### src/rtl/axil_ram_bist_if.sv
// AXI4-Lite bus bundle used between the RAM self-test master and the RAM slave.
// Master drives addresses, data and ready for responses; slave drives the rest.
interface axil_ram_bist_if #(
  parameter int ADDR_WIDTH = 16,
  parameter int DATA_WIDTH = 32
);
  localparam int STRB_WIDTH = DATA_WIDTH / 8;

  logic [ADDR_WIDTH-1:0] awaddr;
  logic                  awvalid;
  logic                  awready;
  logic [DATA_WIDTH-1:0] wdata;
  logic [STRB_WIDTH-1:0] wstrb;
  logic                  wvalid;
  logic                  wready;
  logic [1:0]            bresp;
  logic                  bvalid;
  logic                  bready;
  logic [ADDR_WIDTH-1:0] araddr;
  logic                  arvalid;
  logic                  arready;
  logic [DATA_WIDTH-1:0] rdata;
  logic [1:0]            rresp;
  logic                  rvalid;
  logic                  rready;

  modport master (
    output awaddr, awvalid, wdata, wstrb, wvalid, bready, araddr, arvalid, rready,
    input  awready, wready, bresp, bvalid, arready, rdata, rresp, rvalid
  );

  modport slave (
    input  awaddr, awvalid, wdata, wstrb, wvalid, bready, araddr, arvalid, rready,
    output awready, wready, bresp, bvalid, arready, rdata, rresp, rvalid
  );
endinterface

### src/rtl/axil_ram_bist.sv
// AXI4-Lite master running a four-pass write/verify march (pattern, then inverted
// pattern) over a RAM window; reports pass/fail, saturating error count, first bad address.
module axil_ram_bist #(
  parameter int                    DATA_WIDTH = 32,
  parameter int                    ADDR_WIDTH = 16,
  parameter int                    STRB_WIDTH = DATA_WIDTH / 8,
  parameter logic [ADDR_WIDTH-1:0] BASE_ADDR  = '0,
  parameter int                    DEPTH      = 256,
  parameter logic [DATA_WIDTH-1:0] SEED       = DATA_WIDTH'(32'hA5A5_0000),
  parameter int                    ERR_WIDTH  = 16
) (
  input  logic                  clk,
  input  logic                  rst_n,
  input  logic                  start,
  output logic                  busy,
  output logic                  done,
  output logic                  pass,
  output logic [ERR_WIDTH-1:0]  err_count,
  output logic [ADDR_WIDTH-1:0] fail_addr,
  axil_ram_bist_if.master       m_axil
);

  localparam int IDX_W = (DEPTH > 1) ? $clog2(DEPTH) : 1;
  localparam logic [IDX_W-1:0] LAST_IDX = IDX_W'(DEPTH - 1);

  typedef enum logic [2:0] {
    IDLE,
    WADDR,
    WRESP,
    RADDR,
    RDATA,
    FIN
  } state_t;

  state_t                state_q, state_d;
  logic [IDX_W-1:0]      index_q, index_d;
  logic [1:0]            pass_idx_q, pass_idx_d;
  logic                  awvalid_q, awvalid_d;
  logic                  wvalid_q, wvalid_d;
  logic                  arvalid_q, arvalid_d;
  logic                  busy_q, busy_d;
  logic                  done_q, done_d;
  logic                  pass_q, pass_d;
  logic [ERR_WIDTH-1:0]  err_count_q, err_count_d;
  logic [ADDR_WIDTH-1:0] fail_addr_q, fail_addr_d;

  logic [ADDR_WIDTH-1:0] addr_cur;
  logic [DATA_WIDTH-1:0] pat_cur;
  logic [DATA_WIDTH-1:0] data_cur;
  logic                  err_hit;
  logic                  step;

  // Passes 2 and 3 use the inverted pattern, so bit 1 of the pass counter selects polarity.
  assign addr_cur = BASE_ADDR + (ADDR_WIDTH'(index_q) * ADDR_WIDTH'(STRB_WIDTH));
  assign pat_cur  = DATA_WIDTH'(index_q) ^ SEED;
  assign data_cur = pass_idx_q[1] ? ~pat_cur : pat_cur;

  always_comb begin
    state_d     = state_q;
    index_d     = index_q;
    pass_idx_d  = pass_idx_q;
    awvalid_d   = awvalid_q;
    wvalid_d    = wvalid_q;
    arvalid_d   = arvalid_q;
    busy_d      = busy_q;
    done_d      = done_q;
    pass_d      = pass_q;
    err_count_d = err_count_q;
    fail_addr_d = fail_addr_q;
    err_hit     = 1'b0;
    step        = 1'b0;

    case (state_q)
      IDLE: begin
        if (start) begin
          done_d      = 1'b0;
          pass_d      = 1'b0;
          err_count_d = '0;
          fail_addr_d = '0;
          busy_d      = 1'b1;
          index_d     = '0;
          pass_idx_d  = '0;
          awvalid_d   = 1'b1;
          wvalid_d    = 1'b1;
          state_d     = WADDR;
        end
      end
      WADDR: begin
        if (m_axil.awready) awvalid_d = 1'b0;
        if (m_axil.wready)  wvalid_d  = 1'b0;
        if (!awvalid_d && !wvalid_d) state_d = WRESP;
      end
      WRESP: begin
        if (m_axil.bvalid) begin
          err_hit = (m_axil.bresp != 2'b00);
          step    = 1'b1;
        end
      end
      RADDR: begin
        if (m_axil.arready) begin
          arvalid_d = 1'b0;
          state_d   = RDATA;
        end
      end
      RDATA: begin
        if (m_axil.rvalid) begin
          err_hit = (m_axil.rdata != data_cur) || (m_axil.rresp != 2'b00);
          step    = 1'b1;
        end
      end
      FIN: begin
        busy_d  = 1'b0;
        done_d  = 1'b1;
        pass_d  = (err_count_q == '0);
        state_d = IDLE;
      end
      default: state_d = IDLE;
    endcase

    // The counter never returns to zero within a run, so zero marks the first error.
    if (err_hit) begin
      if (err_count_q != '1) err_count_d = err_count_q + 1'b1;
      if (err_count_q == '0) fail_addr_d = addr_cur;
    end

    if (step) begin
      if (index_q == LAST_IDX) begin
        index_d    = '0;
        pass_idx_d = pass_idx_q + 2'd1;
      end else begin
        index_d = index_q + 1'b1;
      end
      if (index_q == LAST_IDX && pass_idx_q == 2'd3) begin
        state_d = FIN;
      end else if (pass_idx_d[0]) begin
        arvalid_d = 1'b1;
        state_d   = RADDR;
      end else begin
        awvalid_d = 1'b1;
        wvalid_d  = 1'b1;
        state_d   = WADDR;
      end
    end
  end

  always_ff @(posedge clk or negedge rst_n) begin
    if (!rst_n) begin
      state_q     <= IDLE;
      index_q     <= '0;
      pass_idx_q  <= '0;
      awvalid_q   <= 1'b0;
      wvalid_q    <= 1'b0;
      arvalid_q   <= 1'b0;
      busy_q      <= 1'b0;
      done_q      <= 1'b0;
      pass_q      <= 1'b0;
      err_count_q <= '0;
      fail_addr_q <= '0;
    end else begin
      state_q     <= state_d;
      index_q     <= index_d;
      pass_idx_q  <= pass_idx_d;
      awvalid_q   <= awvalid_d;
      wvalid_q    <= wvalid_d;
      arvalid_q   <= arvalid_d;
      busy_q      <= busy_d;
      done_q      <= done_d;
      pass_q      <= pass_d;
      err_count_q <= err_count_d;
      fail_addr_q <= fail_addr_d;
    end
  end

  assign busy      = busy_q;
  assign done      = done_q;
  assign pass      = pass_q;
  assign err_count = err_count_q;
  assign fail_addr = fail_addr_q;

  assign m_axil.awaddr  = addr_cur;
  assign m_axil.awvalid = awvalid_q;
  assign m_axil.wdata   = data_cur;
  assign m_axil.wstrb   = '1;
  assign m_axil.wvalid  = wvalid_q;
  assign m_axil.bready  = (state_q == WRESP);
  assign m_axil.araddr  = addr_cur;
  assign m_axil.arvalid = arvalid_q;
  assign m_axil.rready  = (state_q == RDATA);

endmodule

### src/flat_wrapper.sv
// flat-port wrapper written by rule: the top's interface ports become plain ports
module axil_ram_bist_flat 
#(
  parameter int                    DATA_WIDTH = 32,
  parameter int                    ADDR_WIDTH = 16,
  parameter int                    STRB_WIDTH = DATA_WIDTH / 8,
  parameter logic [ADDR_WIDTH-1:0] BASE_ADDR  = '0,
  parameter int                    DEPTH      = 256,
  parameter logic [DATA_WIDTH-1:0] SEED       = DATA_WIDTH'(32'hA5A5_0000),
  parameter int                    ERR_WIDTH  = 16
)
  (clk, rst_n, start, busy, done, pass, err_count, fail_addr, m_axil_awaddr, m_axil_awvalid, m_axil_wdata, m_axil_wstrb, m_axil_wvalid, m_axil_bready, m_axil_araddr, m_axil_arvalid, m_axil_rready, m_axil_awready, m_axil_wready, m_axil_bresp, m_axil_bvalid, m_axil_arready, m_axil_rdata, m_axil_rresp, m_axil_rvalid);
  axil_ram_bist_if #(.ADDR_WIDTH(ADDR_WIDTH), .DATA_WIDTH(DATA_WIDTH)) m_axil_i ();
  input  logic clk;
  input  logic rst_n;
  input  logic start;
  output logic busy;
  output logic done;
  output logic pass;
  output logic [ERR_WIDTH-1:0] err_count;
  output logic [ADDR_WIDTH-1:0] fail_addr;
  output wire logic [$bits(m_axil_i.awaddr)-1:0] m_axil_awaddr;
  output wire logic [$bits(m_axil_i.awvalid)-1:0] m_axil_awvalid;
  output wire logic [$bits(m_axil_i.wdata)-1:0] m_axil_wdata;
  output wire logic [$bits(m_axil_i.wstrb)-1:0] m_axil_wstrb;
  output wire logic [$bits(m_axil_i.wvalid)-1:0] m_axil_wvalid;
  output wire logic [$bits(m_axil_i.bready)-1:0] m_axil_bready;
  output wire logic [$bits(m_axil_i.araddr)-1:0] m_axil_araddr;
  output wire logic [$bits(m_axil_i.arvalid)-1:0] m_axil_arvalid;
  output wire logic [$bits(m_axil_i.rready)-1:0] m_axil_rready;
  input wire logic [$bits(m_axil_i.awready)-1:0] m_axil_awready;
  input wire logic [$bits(m_axil_i.wready)-1:0] m_axil_wready;
  input wire logic [$bits(m_axil_i.bresp)-1:0] m_axil_bresp;
  input wire logic [$bits(m_axil_i.bvalid)-1:0] m_axil_bvalid;
  input wire logic [$bits(m_axil_i.arready)-1:0] m_axil_arready;
  input wire logic [$bits(m_axil_i.rdata)-1:0] m_axil_rdata;
  input wire logic [$bits(m_axil_i.rresp)-1:0] m_axil_rresp;
  input wire logic [$bits(m_axil_i.rvalid)-1:0] m_axil_rvalid;
  assign m_axil_awaddr = m_axil_i.awaddr;
  assign m_axil_awvalid = m_axil_i.awvalid;
  assign m_axil_wdata = m_axil_i.wdata;
  assign m_axil_wstrb = m_axil_i.wstrb;
  assign m_axil_wvalid = m_axil_i.wvalid;
  assign m_axil_bready = m_axil_i.bready;
  assign m_axil_araddr = m_axil_i.araddr;
  assign m_axil_arvalid = m_axil_i.arvalid;
  assign m_axil_rready = m_axil_i.rready;
  assign m_axil_i.awready = m_axil_awready;
  assign m_axil_i.wready = m_axil_wready;
  assign m_axil_i.bresp = m_axil_bresp;
  assign m_axil_i.bvalid = m_axil_bvalid;
  assign m_axil_i.arready = m_axil_arready;
  assign m_axil_i.rdata = m_axil_rdata;
  assign m_axil_i.rresp = m_axil_rresp;
  assign m_axil_i.rvalid = m_axil_rvalid;
  axil_ram_bist #(.DATA_WIDTH(DATA_WIDTH), .ADDR_WIDTH(ADDR_WIDTH), .STRB_WIDTH(STRB_WIDTH), .BASE_ADDR(BASE_ADDR), .DEPTH(DEPTH), .SEED(SEED), .ERR_WIDTH(ERR_WIDTH)) u_core (.clk(clk), .rst_n(rst_n), .start(start), .busy(busy), .done(done), .pass(pass), .err_count(err_count), .fail_addr(fail_addr), .m_axil(m_axil_i));
endmodule
### config.mk
export PLATFORM = sky130hd
export DESIGN_NAME = axil_ram_bist_flat
export DESIGN_NICKNAME = d
export VERILOG_FILES = /design/src/rtl/axil_ram_bist_if.sv /design/src/rtl/axil_ram_bist.sv /design/src/flat_wrapper.sv
export SDC_FILE = /design/constraint.sdc
export NUM_CORES = 1
export LEC_CHECK = 0
export CAP_MARGIN = 20
export CORE_UTILIZATION = 46
export DETAILED_ROUTE_END_ITERATION = 10
export PLACE_DENSITY = 0.95
export SYNTH_ARGS = -nofsm -noshare
export SYNTH_HDL_FRONTEND = slang
export SYNTH_SLANG_ARGS = --single-unit
### constraint.sdc
create_clock -name clk -period 4.3 [get_ports clk]
set_input_delay 1.075 -clock clk [delete_from_list [all_inputs] [get_ports clk]]
set_output_delay 1.075 -clock clk [all_outputs]
set_load 0.01 [all_outputs]
==> flow_summary.ini, run 1 <==
[finish]
syn2layout_area_growth_pct = 32.40
fin_nets = 538
fin_area_um2 = 4663
layout-drive-gt1-share_pct = 5.703
final_util_pct = 63.61
diodes = 0
num-fill-cells = 585

[setup_path]
crit_type = flip-flop to primary output
end_kind = primary output
cp.required_ns = 3.22
cp-start-kind = flip-flop
worstPathArrival_ns = 2.30
path_max_fanout = 25

[drt]
wl_per_cell_um = 15.13
drtPass1Iterations = 5
drtIter0Drc = 221
ant_nets = 0
viasPerCell = 5.469
route.detailed.drc = 0
wirelength_um = 8927
vias = 3227

[global_routing]
grtUsageTotal_pct = 22.77
grt_max_degree = 52
grt_pass1_wl_um = 14120
grt_pass1_vias = 3081
grt-ovfl-total = 0
antenna_found_initial = 0

[sta]
max_slew_margin_pct = 52.68
max_clock_freq_ghz = 0.2959
finalClockSkew_ns = 0.01187
min_period_over_period_pct = 78.59
report.final.slew_viol_count = 0
final-setup-viol-count = 0
hold_viol = 0
min_period_ns = 3.379
grt_setup_unrepaired = false
worst_pin_slew_ns = 0.7097
hold_ws_ns = 0.4924
tns_ns = 0

[synthesis]
async_reset_ff_share_pct = 100.0
yosys.area.top_type_share_pct = 36.23
synth.distinct_cells = 60
synth.yosys.warnings = 0
synth_seq_cells = 51
synth_top_area_cell = dfrtp_1
synth_flop_cell = dfrtp_1
synth-edff-count = 0
syn_area_um2 = 3522
synth.area.top_cells = dfrtp_1 36%, buf_4 11%, nand2_1 4.0%
syn_avg_cell_area_um2 = 8.827
ys_seq_area_share_pct = 36.23
yosys-top-cells-count = 51 x buf_4, 51 x dfrtp_1, 38 x nand2_1, 31 x inv_1
syn_inst = 399

[run]
drv_cap = 0

[power]
leakagePower_nw = 2.067
powerDensity_nw_per_um2 = 304.1
ir_drop_mv = 0.1724

[clocking]
cts_tree = done
cts_resized = 0
clockRootBuffer = clkbuf_8
cts_buffers = 5
cts_max_path_buffers = 2
cts_hold_buffers = 0
post_cts.repair.setup_buffers = 0
htree_levels = 2
clock_sinks = 51
clock_latency_ns = 0.31
path_clk_slew_ns = 0.08

[hold_path]
hold_class = flip-flop to flip-flop

[placed_design]
port_buffers = 131
dp_hpwl_um = 6779
placed_area_um2 = 4554
gp_congestion = 0.9109

[die]
initial_core_util_pct = 48.05
std_cell_rows = 31
floorplan.die.height_um = 89.51
core_area_um2 = 7331
ioPinCount = 152
die_w_um = 89.51
die_area_um2 = 8011

[outcome]
status = complete, no violations
-- through the flow --
stage,std cells,total power [mW],setup slack [ns]
after floorplan,417,0.9411,1.726
after CTS,589,1.417,0.9075
final,590,1.418,0.9208
after global placement,581,1.119,0.8951
after detailed placement,581,1.140,0.7961
after global routing,590,1.505,0.7538
-- path summary, 6_finish.rpt --
check	slack (ns)	start	depth (start not counted)	to
hold / removal	0.49	u_core.m_axil.arvalid	1	u_core.m_axil.arvalid
hold reg to reg	0.49	u_core.m_axil.arvalid	1	u_core.m_axil.arvalid
max in group asynchronous	3.19	rst_n	2	u_core.pass_idx_q[0]
setup / recovery	0.92	u_core.pass_idx_q[1]	3	m_axil_wdata[7]
min in group asynchronous	0.61	rst_n	1	u_core.fail_addr[11]
setup reg to reg	1.35	u_core.pass_idx_q[1]	7	u_core.err_count[3]
-- cells by family after synthesis --
kind of cell               after synthesis  synth area share (%)
and+or+nand+nor                        147                 23.20
buffers and inverters                  100                 17.16
AOI/OAI and AO/OA                       64                 13.53
DFF                                     51                 36.23
xor gates and xnor gates                17                 4.227
muxes                                   14                 4.014
adders and majority gates                4                 1.421
other                                    2                0.2132
-- layout by cell type, fill, tap and decap left out, drive strengths merged, types with 2 or more instances in the layout --
cell,synthesis,layout
o31ai,3,3
nand4b,3,3
buf,64,5
a21oi,9,9
o211ai,2,2
conb,2,20
o21ai,21,21
nand2,39,39
inv,31,32
xor2,16,16
a22oi,2,2
or4,4,4
nand3,20,20
nand3b,2,2
and3,13,13
o21a,2,2
a21o,2,2
and2,3,3
o221ai,10,10
ha,4,4
clkdlybuf4s50,0,130
mux2i,13,13
or3,4,4
nor3,8,8
nor4b,2,2
and4,2,2
clkbuf,5,6
dfrtp,51,51
nand4,11,11
nor2,20,20
nor4bb,3,3
nand2b,4,4
nor4,5,5
o22ai,4,4
-- worst max-delay path: stages, from the launching register on --
cell,delay (ns)
dfrtp_1,0.81
buf_4,0.32
xor2_1,0.27
clkdlybuf4s50_1,0.60
-- sequential cells by signal, indices dropped and copies added, names as in the netlist --
name and count:
u_core.busy 1, u_core.index_q 8, u_core.pass 1, u_core.m_axil.arvalid 1, u_core.state_q 3, u_core.m_axil.awvalid 1, u_core.done 1, u_core.pass_idx_q 2
u_core.err_count 16, u_core.fail_addr 16, u_core.m_axil.wvalid 1
-- cell type report --
type	instances	area [um^2]	area share (%)
clock inverters	2	16.27	0.3488
flip-flops and latches	51	1276	27.37
repair buffers	135	1349	28.92
multi-input cells	266	1709	36.65
clock buffers	6	72.57	1.556
inverters	31	116.4	2.495
well taps	99	123.9	2.656
-- per-layer routing --
metal,part of all wire [%],global-route usage [%]
met5,0,0
met4,1.1,6.494
met3,8.0,5.078
met1,41,27.67
met2,50,40.39
-- power by group --
part	internal (mW)	total, mW	switching, mW
logic	0.245	0.548	0.303
registers	0.524	0.590	0.0656
clock network	0.117	0.281	0.163
Power figures use the tool's default switching activity.
==> run 2, diff against run 1 <==
CORE_UTILIZATION = 43   (was 46)
PLACE_DENSITY = 0.92   (was 0.95)
clock period = 3.4 ns   (was 4.3 ns; I/O delays follow)
==> run 2 against run 1 <==
Routed wire length increased by 0.85%. Worst setup slack got worse by 0.38 ns. Via count decreased by 2.7%. Clock power increased by 21%.
==> flow_summary.ini, run 2 (same netlist as run 1, synthesis figures left out) <==
[drt]
route.detailed.drc = 0
drtPass1Iterations = 4
top_layer = met4
drtIter0Drc = 186
vias = 3139
met2_length_um = 4477
viasPerCell = 5.276
ant_nets = 0
wl_met1_um = 3829
wl_per_cell_um = 15.13
wl_met3_um = 531
wirelength_um = 9003

[power]
internal_power_mw = 1.137
combinationalPowerShare_pct = 40.0
leakagePower_nw = 2.076
swShare_pct = 37.30
clkPwrFrac_pct = 18.8
seq_power_share_pct = 41.3
p_switching_mw = 0.6764
finalPower_mw = 1.813
powerDensity_nw_per_um2 = 387.9
ir_drop_mv = 0.2053

[outcome]
status = complete, no violations

[setup_path]
critPathBufInv = 2
cpPeakStageDelay_ns = 0.79
end_kind = primary output
crit_family = buffers and inverters
crit_type = flip-flop to primary output
crit_slowest_cell = dfrtp_1
cp.required_ns = 2.55
path_max_fanout = 18
worstPathArrival_ns = 2.01
cp-start-kind = flip-flop
cp_cell_sequence = buf_4 > clkdlybuf4s50_1
r2r_slack_ns = 0.77

[die]
std_cell_rows = 32
core_area_um2 = 7807
ioPinCount = 152
die_w_um = 92.51
initial_core_util_pct = 45.11
die_area_um2 = 8557
floorplan.die.height_um = 92.51

[finish]
layout-drive-gt1-share_pct = 5.882
layout_commonest_cell = clkdlybuf4s50_1
multiInputGateArea_um2 = 1709
syn2layout_area_growth_pct = 32.72
layout_common_cells = 130 x clkdlybuf4s50_1, 51 x dfrtp_1, 38 x nand2_1, 31 x inv_1
diodes = 0
fin_nets = 540
seqCellArea_um2 = 1276
num-fill-cells = 664

[sta]
report.final.slew_viol_count = 0
min_period_over_period_pct = 84.03
tns_ns = 0
final-setup-viol-count = 0
worst_pin_slew_ns = 0.6904
finalClockSkew_ns = 0.008022
grt_setup_unrepaired = false
hold_viol = 0
min_period_ns = 2.857
max_slew_margin_pct = 53.98
max_clock_freq_ghz = 0.3500

[global_routing]
antenna_found_initial = 0
grt_max_degree = 30
grt_pass1_wl_um = 14700
grt_pass1_vias = 3025
grt-ovfl-total = 0
grtUsageTotal_pct = 21.63

[clocking]
cts_hold_buffers = 0
clock_sinks = 51
htree_levels = 2
post_cts.repair.setup_buffers = 0
clock_latency_ns = 0.30
cts_max_path_buffers = 2
clockRootBuffer = clkbuf_8
cts_tree = done
path_clk_slew_ns = 0.09
cts_buffers = 5
cts_resized = 0

[placed_design]
gp_congestion = 0.8716
port_buffers = 131
dp_hpwl_um = 6902

[hold_path]
hold_class = input port to async pin

[run]
drv_cap = 0
==> run 2: cell types whose count changed in the layout (fill, tap and decap cells not counted), sizes merged <==
cell,delta
clkbuf,+1
clkinvlp,-1
inv,-1
clkinv,+1
buf,+2
==> run 2: final cells by class <==
type                            count  area share (%)
Sequential cell                    51           27.30
Timing Repair Buffer              137           29.18
Multi-Input combinational cell    266           36.56
Clock inverter                      1          0.1071
Inverter                           31           2.489
Tap cell                          102           2.730
Clock buffer                        7           1.633
==> run 2: worst register-to-register path: stages, from the launching register on <==
cell	delay [ns]
dfrtp_1	0.45
ha_1	0.22
nand3_1	0.20
nor4_1	0.41
nand3_1	0.20
o21ai_1	0.48
o21ai_2	0.22
buf_12	0.19
o221ai_1	0.18
==> run 2: final timing paths <==
path,cells after the start,startpoint,to
max,2,u_core.pass_idx_q[1],m_axil_wdata[14]
min,1,rst_n,u_core.fail_addr[6]
max reg2reg,8,u_core.err_count[1],u_core.err_count[3]
min reg2reg,1,u_core.m_axil.arvalid,u_core.m_axil.arvalid
max in group asynchronous,2,rst_n,u_core.m_axil.awvalid
min in group clk,1,u_core.m_axil.arvalid,u_core.m_axil.arvalid
==> run 2: metal layers <==
metal | vias up | GRT usage [%]
met3 | 13 | 4.023
met4 | 0 | 6.380
li1 | 1514 | -
met2 | 138 | 37.04
met5 | - | 0
met1 | 1474 | 27.64
==> run 2: per-stage QoR <==
stage / instances / setup WS (ns) / cell area [um^2] / hold slack (ns) / util, %
after floorplan: 417 / 1.051 / 3590 / 0.5089 / -
after global placement: 587 / 0.2459 / 4593 / 0.4826 / 58.83
after detailed placement: 587 / 0.2386 / 4593 / 0.4928 / 58.83
after CTS: 595 / 0.4876 / 4674 / 0.5085 / 59.87
after global routing: 595 / 0.3845 / 4674 / 0.5310 / 59.87
final: 595 / 0.5429 / 4674 / 0.5004 / 59.87
==> run 2: power groups by stage <==
stage	combinational [mW]	clock [mW]	sequential (mW)
3_3_place_gp	0.697	0	0.754
4_1_cts	0.723	0.350	0.746
6_report	0.725	0.340	0.749
5_1_grt	0.791	0.384	0.761
2_1_floorplan	0.455	0	0.735
3_5_place_dp	0.720	0	0.759
==> run 3, diff against run 2 <==
CORE_UTILIZATION = 39   (was 43)
PLACE_DENSITY = 0.89   (was 0.92)
clock period = 2.6 ns   (was 3.4 ns; I/O delays follow)
==> run 3 against run 2 <==
Combinational power rose by 27%. Register-to-register slack lost 0.46 ns. Cell count rose by 2.5%. Largest cell class unchanged. Highest routed layer unchanged.
==> flow_summary.ini, run 3 (same netlist as run 1, synthesis figures left out) <==
[outcome]
status = complete, no violations

[sta]
tns_ns = 0
min_period_ns = 2.462
max_clock_freq_ghz = 0.4062
hold_ws_ns = 0.2860
min_period_over_period_pct = 94.68
report.final.slew_viol_count = 0
hold_viol = 0
max_slew_margin_pct = 54.55
worst_pin_slew_ns = 0.6817
finalClockSkew_ns = 0.005922
grt_setup_unrepaired = false
final-setup-viol-count = 0

[clocking]
post_cts.repair.setup_buffers = 0
cts_tree = done
clock_latency_ns = 0.31
clockRootBuffer = clkbuf_8
clock_sinks = 51
htree_levels = 2
cts_buffers = 5
path_clk_slew_ns = 0.10
cts_hold_buffers = 0
cts_max_path_buffers = 2

[setup_path]
reg2reg_from = u_core.err_count[0]
cp-start-kind = input port
path_max_fanout = 12
cp.required_ns = 2.82
end_kind = flip-flop
crit_slowest_cell = clkdlybuf4s50_1
cp_cell_sequence = clkdlybuf4s50_1 > xor2_1 > a2111o_1 > a211oi_2 > and4_4 > o21ai_2 > o221ai_1
r2r_end = u_core.err_count[3]
worstPathArrival_ns = 2.68
cpPeakStageDelay_ns = 0.43
crit_type = input port to flip-flop
reg2regPathDepth = 7
r2r_slack_ns = 0.31

[global_routing]
grt-ovfl-total = 0
grt_max_degree = 32
grt_pass1_wl_um = 14680
grt_pass1_vias = 3100
antenna_found_initial = 0
grtUsageTotal_pct = 18.96

[finish]
stdcell_count = 610
layout_common_cells = 130 x clkdlybuf4s50_1, 50 x dfrtp_1, 38 x nand2_1, 31 x inv_1
diodes = 0
final_util_pct = 54.94
num-fill-cells = 746
layout_commonest_cell = clkdlybuf4s50_1
fin_area_um2 = 4791
fin_nets = 549
syn2layout_area_growth_pct = 36.02
layout-drive-gt1-share_pct = 8.167

[die]
core_area_um2 = 8721
floorplan.die.height_um = 97.03
die_w_um = 97.03
die_area_um2 = 9415
ioPinCount = 152
initial_core_util_pct = 40.39
std_cell_rows = 34

[placed_design]
gp_congestion = 0.9135
port_buffers = 131
dp.cells = 602
placed_area_um2 = 4668
dp_hpwl_um = 7050

[hold_path]
hold_class = input port to async pin

[power]
powerDensity_nw_per_um2 = 520.9
ir_drop_mv = 0.2754
leakagePower_nw = 2.138

[drt]
vias = 3235
drtIter0Drc = 125
viasPerCell = 5.303
ant_nets = 0
route.detailed.drc = 0
wl_per_cell_um = 14.74
drtPass1Iterations = 4
wirelength_um = 8993

[run]
drv_cap = 0
run 3: worst max-delay path by stage:
stage	from	to	slack, ns
final	m_axil_rdata[5]	u_core.err_count[3]	0.14
after global routing	m_axil_rdata[20]	u_core.err_count[8]	0.008
after CTS	m_axil_rdata[5]	u_core.err_count[3]	0.11
after detailed placement	m_axil_rdata[5]	u_core.err_count[3]	-0.20
after global placement	m_axil_rdata[5]	u_core.err_count[2]	-0.21
after floorplan	u_core.pass_idx_q[1]	u_core.err_count[4]	0.35
run 3: what timing repair did:
item | CTS | global route
setup endpoints to repair | 2 | 0
resized for setup | 1 | 0
hold endpoints to repair | 0 | 0
run 3: worst max-delay path: cells and delay by family:
family                    cells  cell delay, ns
and+or+nand+nor               1            0.32
AOI/OAI and AO/OA             4            1.12
xor gates and xnor gates      1            0.16
buffers and inverters         1            0.43
run 3: power by group:
part           internal [mW]  switching, mW  total, mW
Sequential             0.867          0.113      0.980
Clock                  0.317          0.275      0.592
Combinational          0.423          0.500      0.924
run 3: final cells by class:
type | instances | area (um^2) | area share, %
multi-input combinational | 266 | 1709 | 35.68
tap | 108 | 135.1 | 2.821
clock inverter | 2 | 38.79 | 0.8096
clock buffer | 6 | 82.58 | 1.724
timing repair buffer | 146 | 1431 | 29.88
inverter | 31 | 116.4 | 2.429
sequential | 51 | 1277 | 26.67
run 3: metrics by stage:
step	total power [mW]	setup WS (ns)
5_1_grt	2.637	0.008005
3_5_place_dp	1.917	-0.2040
4_1_cts	2.507	0.1145
2_1_floorplan	1.556	0.3479
3_3_place_gp	1.889	-0.2111
6_report	2.496	0.1384
run 3: metal layers:
metal	GRT usage (%)	wire length [um]
met3	4.408	698
met2	32.50	4355
met4	7.003	208
met5	0	0
met1	23.12	3730
